## config.mk

```make
export PLATFORM = sky130hd
export DESIGN_NAME = serial_addsub
export DESIGN_NICKNAME = d
export VERILOG_FILES = /design/src/rtl/serial_addsub.sv
export SDC_FILE = /design/constraint.sdc
export NUM_CORES = 1
export LEC_CHECK = 0
export ABC_AREA = 1
export BUFFER_PORTS_ARGS = -buffer_cell sky130_fd_sc_hd__buf_2
export CORE_ASPECT_RATIO = 1.4
export CORE_UTILIZATION = 45
export DETAILED_ROUTE_END_ITERATION = 8
export GPL_ROUTABILITY_DRIVEN = 0
export GPL_TIMING_DRIVEN = 0
export PLACE_DENSITY = 0.65
export SLEW_MARGIN = 25
export SYNTH_ARGS = -nofsm -noshare
export SYNTH_HDL_FRONTEND = slang
export SYNTH_SLANG_ARGS = --single-unit
```

## constraint.sdc

```tcl
create_clock -name clk -period 3.59 [get_ports clk]
set_clock_uncertainty 0.2 [all_clocks]
set_input_delay 0.718 -clock clk [delete_from_list [all_inputs] [get_ports clk]]
set_output_delay 0.718 -clock clk [all_outputs]
set_load 0.1 [all_outputs]
```

## src/rtl/serial_addsub.sv

```systemverilog
// serial_addsub
//   Multi-cycle adder/subtractor. It processes a WIDTH-bit add or subtract
//   DIGIT bits per clock through a chain of DIGIT full-adder cells. A
//   registered carry links one digit to the next.
//
//   Subtract is A + ~B + ~cin. The operand register holds ~B, and the
//   initial carry is cin ^ sub. When sub=1, cout=1 means no borrow occurred.
//
// Ports
//   clk        rising-edge clock
//   rst        synchronous active-high reset
//   in_valid   operands and mode present
//   in_ready   block can accept operands (IDLE only)
//   a, b       WIDTH-bit operands
//   cin        carry-in (add) / borrow-in (sub)
//   sub        0 = A+B+cin, 1 = A-B-cin
//   out_valid  result valid (DONE only)
//   out_ready  consumer accepts result
//   sum        WIDTH-bit result, modulo 2^WIDTH
//   cout       raw carry out of the MSB
//   overflow   two's-complement overflow
//
// Parameters
//   WIDTH >= 2. DIGIT must divide WIDTH exactly.
//   DIGIT == WIDTH gives a single RUN cycle.

module serial_addsub #(
  parameter int WIDTH = 16,
  parameter int DIGIT = 1
) (
  input  logic             clk,
  input  logic             rst,
  input  logic             in_valid,
  output logic             in_ready,
  input  logic [WIDTH-1:0] a,
  input  logic [WIDTH-1:0] b,
  input  logic             cin,
  input  logic             sub,
  output logic             out_valid,
  input  logic             out_ready,
  output logic [WIDTH-1:0] sum,
  output logic             cout,
  output logic             overflow
);

  localparam int N     = WIDTH / DIGIT;
  localparam int CNT_W = (N > 1) ? $clog2(N) : 1;
  localparam logic [CNT_W-1:0] LAST = CNT_W'(N - 1);

  typedef enum logic [1:0] {
    IDLE,
    RUN,
    DONE
  } state_t;

  state_t state_q, state_d;

  logic [WIDTH-1:0] a_sr;
  logic [WIDTH-1:0] b_sr;
  logic [WIDTH-1:0] res_sr;
  logic [WIDTH-1:0] res_next;
  logic [WIDTH-1:0] dig_top;
  logic             carry_q;
  logic [CNT_W-1:0] cnt_q;
  logic [DIGIT-1:0] dig_sum;
  logic             chain_cout;
  logic             msb_cin;
  logic             last_digit;
  logic             accept;

  // State register.
  always_ff @(posedge clk) begin
    if (rst) begin
      state_q <= IDLE;
    end else begin
      state_q <= state_d;
    end
  end

  // Next-state logic and handshake outputs.
  always_comb begin
    state_d   = state_q;
    in_ready  = 1'b0;
    out_valid = 1'b0;
    accept    = 1'b0;
    unique case (state_q)
      IDLE: begin
        in_ready = 1'b1;
        if (in_valid) begin
          accept  = 1'b1;
          state_d = RUN;
        end
      end
      RUN: begin
        if (last_digit) begin
          state_d = DONE;
        end
      end
      DONE: begin
        out_valid = 1'b1;
        if (out_ready) begin
          state_d = IDLE;
        end
      end
      default: state_d = IDLE;
    endcase
  end

  assign last_digit = (state_q == RUN) && (cnt_q == LAST);

  // Ripple chain of DIGIT full-adder cells over the low operand bits.
  // The carry into the top cell is kept so that overflow can be formed
  // on the last digit, where that cell is bit WIDTH-1.
  always_comb begin
    logic c_ripple;
    c_ripple = carry_q;
    msb_cin  = 1'b0;
    dig_sum  = '0;
    for (int i = 0; i < DIGIT; i++) begin
      dig_sum[i] = a_sr[i] ^ b_sr[i] ^ c_ripple;
      if (i == DIGIT - 1) begin
        msb_cin = c_ripple;
      end
      c_ripple = (a_sr[i] & b_sr[i]) | (c_ripple & (a_sr[i] ^ b_sr[i]));
    end
    chain_cout = c_ripple;
  end

  // New digit bits enter the result register from the MSB side.
  always_comb begin
    dig_top                    = '0;
    dig_top[WIDTH-1 -: DIGIT]  = dig_sum;
    res_next                   = (res_sr >> DIGIT) | dig_top;
  end

  // Datapath. Operands are captured only on accept.
  // sum/cout/overflow change only on the last digit, so they hold their
  // value through RUN and DONE.
  always_ff @(posedge clk) begin
    if (rst) begin
      a_sr     <= '0;
      b_sr     <= '0;
      res_sr   <= '0;
      carry_q  <= 1'b0;
      cnt_q    <= '0;
      sum      <= '0;
      cout     <= 1'b0;
      overflow <= 1'b0;
    end else if (accept) begin
      a_sr    <= a;
      b_sr    <= sub ? ~b : b;
      carry_q <= cin ^ sub;
      cnt_q   <= '0;
    end else if (state_q == RUN) begin
      a_sr    <= a_sr >> DIGIT;
      b_sr    <= b_sr >> DIGIT;
      res_sr  <= res_next;
      carry_q <= chain_cout;
      cnt_q   <= cnt_q + CNT_W'(1);
      if (last_digit) begin
        sum      <= res_next;
        cout     <= chain_cout;
        overflow <= msb_cin ^ chain_cout;
      end
    end
  end

endmodule

```

---- Word level (Yosys, flattened, before mapping) ----
Index checks and enable logic that the tools add are counted.
word-level totals
  output and inout port bits .............. 20
  bits in registers ....................... 73
  input port bits ......................... 38
  logic and storage cells ................. 48
cells by class
  muxes and demuxes ....................... 15
  $add $sub $neg .......................... 1
  eq/ne operators ......................... 6
  reduce and logical (&&, ||, !) cells .... 7
  bitwise logic cells ..................... 10
operators with widths
  cell                 number
  $mux 16              5
  $not 16->16          1
  $or 15x16->16        1
  $mux 1               6
  $mux 2               3
  $ne 2x2->1 const B   3
  $pmux 2 s3           1
  $reduce_and 3->1     2
  $add 4x1->4 const B  1
  $eq 4x4->1 const B   1
  $xor 1x1->1          4
  $and 1x1->1          2
  $eq 2x1->1 const B   1
  $eq 2x2->1 const B   1
  $logic_not 2->1      1
  $reduce_and 2->1     1
  $reduce_bool 2->1    1
  $reduce_or 2->1      1
  $logic_and 1x1->1    1
  $not 1->1            1
  $or 1x1->1           1

---- Depth between registers and ports, before layout ----
  word-level depth ........................ 5
  gate-level depth with buffers ........... 9
  gate-level depth less buffers ........... 7

---- Least setup slack after synthesis ----
No wires, ideal clock.
  path type ............................... register to output
  start ................................... reg state_q[1]
  end ..................................... out out_valid
  buffers on the path ..................... 0
  stages on the path, launching flop included .. 3
  required time ........................... 2.672 ns
  path slack .............................. 0.933 ns
  arrival ................................. 1.739 ns
  path through ............................ dfxtp_1 -> inv_2 -> nor2_1
on the way
  cells in the longest elaborated chain, start to end .. 2
RTL lines
  element                 RTL line  text
  start, declared         56        state_t state_q, state_d;
  start signal, assigned  76        state_q <= state_d;
  $eq 2x2->1              86        unique case (state_q)
  $mux 1                  86
  end, declared           39        output logic out_valid,
Every way passes these cells.

---- Worst setup path in the final report ----
  start ................................... reg state_q[0]
  end ..................................... out in_ready
on the way
  cells in the longest elaborated chain, start to end .. 2
RTL lines
  element          RTL line  text
  $logic_not 2->1  86
  $mux 1           86
  end, declared    34        output logic in_ready,
Every way passes these cells.

==> impl_results.md <==
* Status: complete, no violations
* Synthesis-stage register bit count at between 70 and 80
* Largest net degree at the start of global routing at 14
* Fin. Hold Viols at 0
* Vias in the first global route at around 2800
* H-tree levels at 3
* Routed WL at approximately 7000 um
* Mapped Nets at between 500 and 600
* Mux share of post-synthesis cell area at 0%
* Post-CTS setup buffers at 0
* Initial Util at 46.45%
* Worst-Margin Slew at 0.4890 ns
* Placed cell area at ~3600 um2
* Commonest non-fill, non-tap cell in the layout: nand2_1
* First-pass GRT wire length at 12140 um
* Syn-to-layout area delta at 18.94%
* Ys Warns at 0
* CTS Root Cell: clkbuf_8
* Crit path cell chain: nor2_2 -> buf_4 -> buf_2
* All-layer global routing usage at approximately 21%
* Reg-to-Reg End: sum[12]$_SDFFE_PP0P_
* Setup Crit Path Kind: flip-flop to output port
* Fillers at 710
* Met2 wire length at approximately 3400 um
* Crit path required time at 2.67 ns
* Tmin final at between 2 and 3 ns
* Max stage delay on crit path at 0.44 ns
* Number of DRC markers in iteration 0 at approximately 100
* Flop-to-flop setup slack at 1.86 ns
* Cts hold-fix bufs at 0
* Clk buf depth at 2
* Maximum clock rate at 0.3783 GHz
* Die ar. at 7555 um2
* Reg clk slew, reported paths at 0.07 ns
* DP HPWL at 5041 um
* Min-delay src: b_sr[15]$_SDFFE_PP0P_
* CP Launch Type: flip-flop
* Worst path slowest cell: buf_2
* Pwr/cell area at 461.4 nW/um2
* Max Slew Vio Count at 0
* Port Buffer Count at 55
* R2R depth at 7
* First drt pass iteration count at 4
* Post_cts resized at 0
* Clock sink count at 72
* Seq/Total Area, Yosys at 44.44%
* Hold Path Class: flip-flop to flip-flop
* Hold Path Depth at 2
* NumNets Final at 588
* Crit Path Max Fanout at 10
* End of the worst hold path: b_sr[15]$_SDFFE_PP0P_
* Mapped Avg Cell Area at 6.728 um2
* RR Startpoint: cnt_q[1]$_SDFFE_PP0N_
* Initial antenna violation count at 0
* Post-Synth Simple-Gate Area at 38.89%
* Congestion Overflow GR at 0
* Chip height at 102.4 um
* Setup violators final at 0
* Skew-Pair Late Insertion Delay at 0.35 ns
* Metal-1 WL at 3281 um
* Worst Path Buf+Inv at 2
* Main combinational cell family by area after synthesis: simple AND/OR/NAND/NOR gates
* Worst path arrival time at between 1.5 and 2 ns
* Num CTS Buffers at 9
* Most frequent cells in the layout: nand2_1, nor2_1, dfxtp_1, buf_2, nand3_1
* Synth Cell Area at 3243 um2
* Routed len/inst at 10.83 um
* Adder-Cell Fraction of Synth Area at about 1.0%
* RSZ-0062 raised after global routing: false
* Antenna Nets Post-Route at 0
* Post-route cell area at 3857 um2
* Worst VDD drop at roughly 280 uV
* # rows at 36
* Synth unique cells at 25
* Max-cap violation count at 0
* Xor and xnor fraction of the mapped netlist area at 0.5401%
* Setup crit end kind: output port
* Diodes inserted at 0
* Mapped Cells at 482
* Via count at 3050
* Width of the die at 73.75 um
* WL met3 at ~220 um
* Post-synthesis compound-gate area fraction at about 6.4%
* Ratio of cells with drive above 1 in the final layout at 17.36%
* I/O pins at 58
* Placeable Area at 6982 um2
* P_leak at between 2 and 2.5 nW
* CP top delay family: buffers and inverters
* Setup TNS at 0 ns
* DRC viols at 0
* Vias per cell at 4.707
* CTS tree: yes
* Tcrit/Tclk final at 73.64%
* Slew headroom at about two thirds
* Max Used Layer: met4
[cell families (layout without fill, tap and decap cells)]
group,Yosys count,in the layout
compound gates,41,41
xor+xnor,2,2
fa+ha+maj,2,2
simple gates,299,299
buf+inv,66,137
flops,72,72
[layer usage]
metal	track usage, %	vias to the layer above
met2	36.13	60
li1	-	1612
met3	3.057	15
met4	10.36	0
met5	0	-
met1	24.21	1363
[worst min-delay path, stage by stage (launching register included)]
cell,delay (ns)
dfxtp_1,0.31
nand2_1,0.06
a21oi_1,0.06
[worst max path at each step]
stage / from / to / slack, ns / cells past startpoint
floorplan: state_q[1]$_SDFFE_PP0P_ / out_valid / 0.93 / 2
global placement: state_q[0]$_SDFFE_PP0P_ / in_ready / 1.31 / 3
detailed placement: state_q[0]$_SDFFE_PP0P_ / in_ready / 1.31 / 3
CTS: state_q[0]$_SDFFE_PP0P_ / in_ready / 0.92 / 3
global route: state_q[0]$_SDFFE_PP0P_ / in_ready / 0.85 / 3
finish: state_q[0]$_SDFFE_PP0P_ / in_ready / 0.95 / 3
[state kept, by name, indices dropped and copies added, names as in the netlist]
| register | count |
|---|---|
| overflow | 1 |
| res_sr | 15 |
| carry_q | 1 |
| a_sr | 16 |
| state_q | 2 |
| sum | 16 |
| b_sr | 16 |
| cout | 1 |
| cnt_q | 4 |
[power breakdown]
part           total [W]  switching (W)  internal (W)
registers       0.000865      0.0000257      0.000840
clock network   0.000702       0.000307      0.000395
logic           0.000213       0.000131     0.0000813
total            0.00178       0.000464       0.00132
[metrics by stage]
| step | hold WS (ns) | setup WS, ns | util [%] | power [W] | instances |
|---|---|---|---|---|---|
| 6_report | 0.2742 | 0.9464 | 55.25 | 0.001780 | 648 |
| 4_1_cts | 0.2760 | 0.9241 | 55.25 | 0.001798 | 648 |
| 3_5_place_dp | 0.2645 | 1.306 | 52.10 | 0.001097 | 632 |
| 3_3_place_gp | 0.2570 | 1.309 | 52.10 | 0.001093 | 632 |
| 2_1_floorplan | 0.2385 | 0.9325 | - | 0.001031 | 482 |
| 5_1_grt | 0.2918 | 0.8460 | 55.25 | 0.001868 | 648 |
[synthesized netlist by cell type, drive strengths merged]
cell / n / area (um2)
nand2: 158 / 600.6
nor3b: 1 / 12.51
clkinv: 1 / 3.750
ha: 1 / 12.51
buf: 17 / 97.59
inv: 41 / 153.9
clkbuf: 7 / 26.28
nand3: 47 / 235.2
fa: 1 / 20.02
nor2: 79 / 325.3
dfxtp: 72 / 1441
xor2: 2 / 17.52
a21oi: 6 / 30.03
o21ai: 35 / 178.9
and2: 14 / 87.58
[layout make-up]
class                   instances  area [um2]  area share, %
plain buffers                  24       123.9          3.211
repair buffers                 55       275.3          7.136
well taps                      95       118.9          3.081
flip-flops and latches         72        1441          37.37
clock inverters                 6       92.59          2.400
multi-input cells             344        1520          39.41
clock buffers                  10       127.6          3.308
inverters                      42       157.7          4.087
Power figures use the tool's default switching activity.
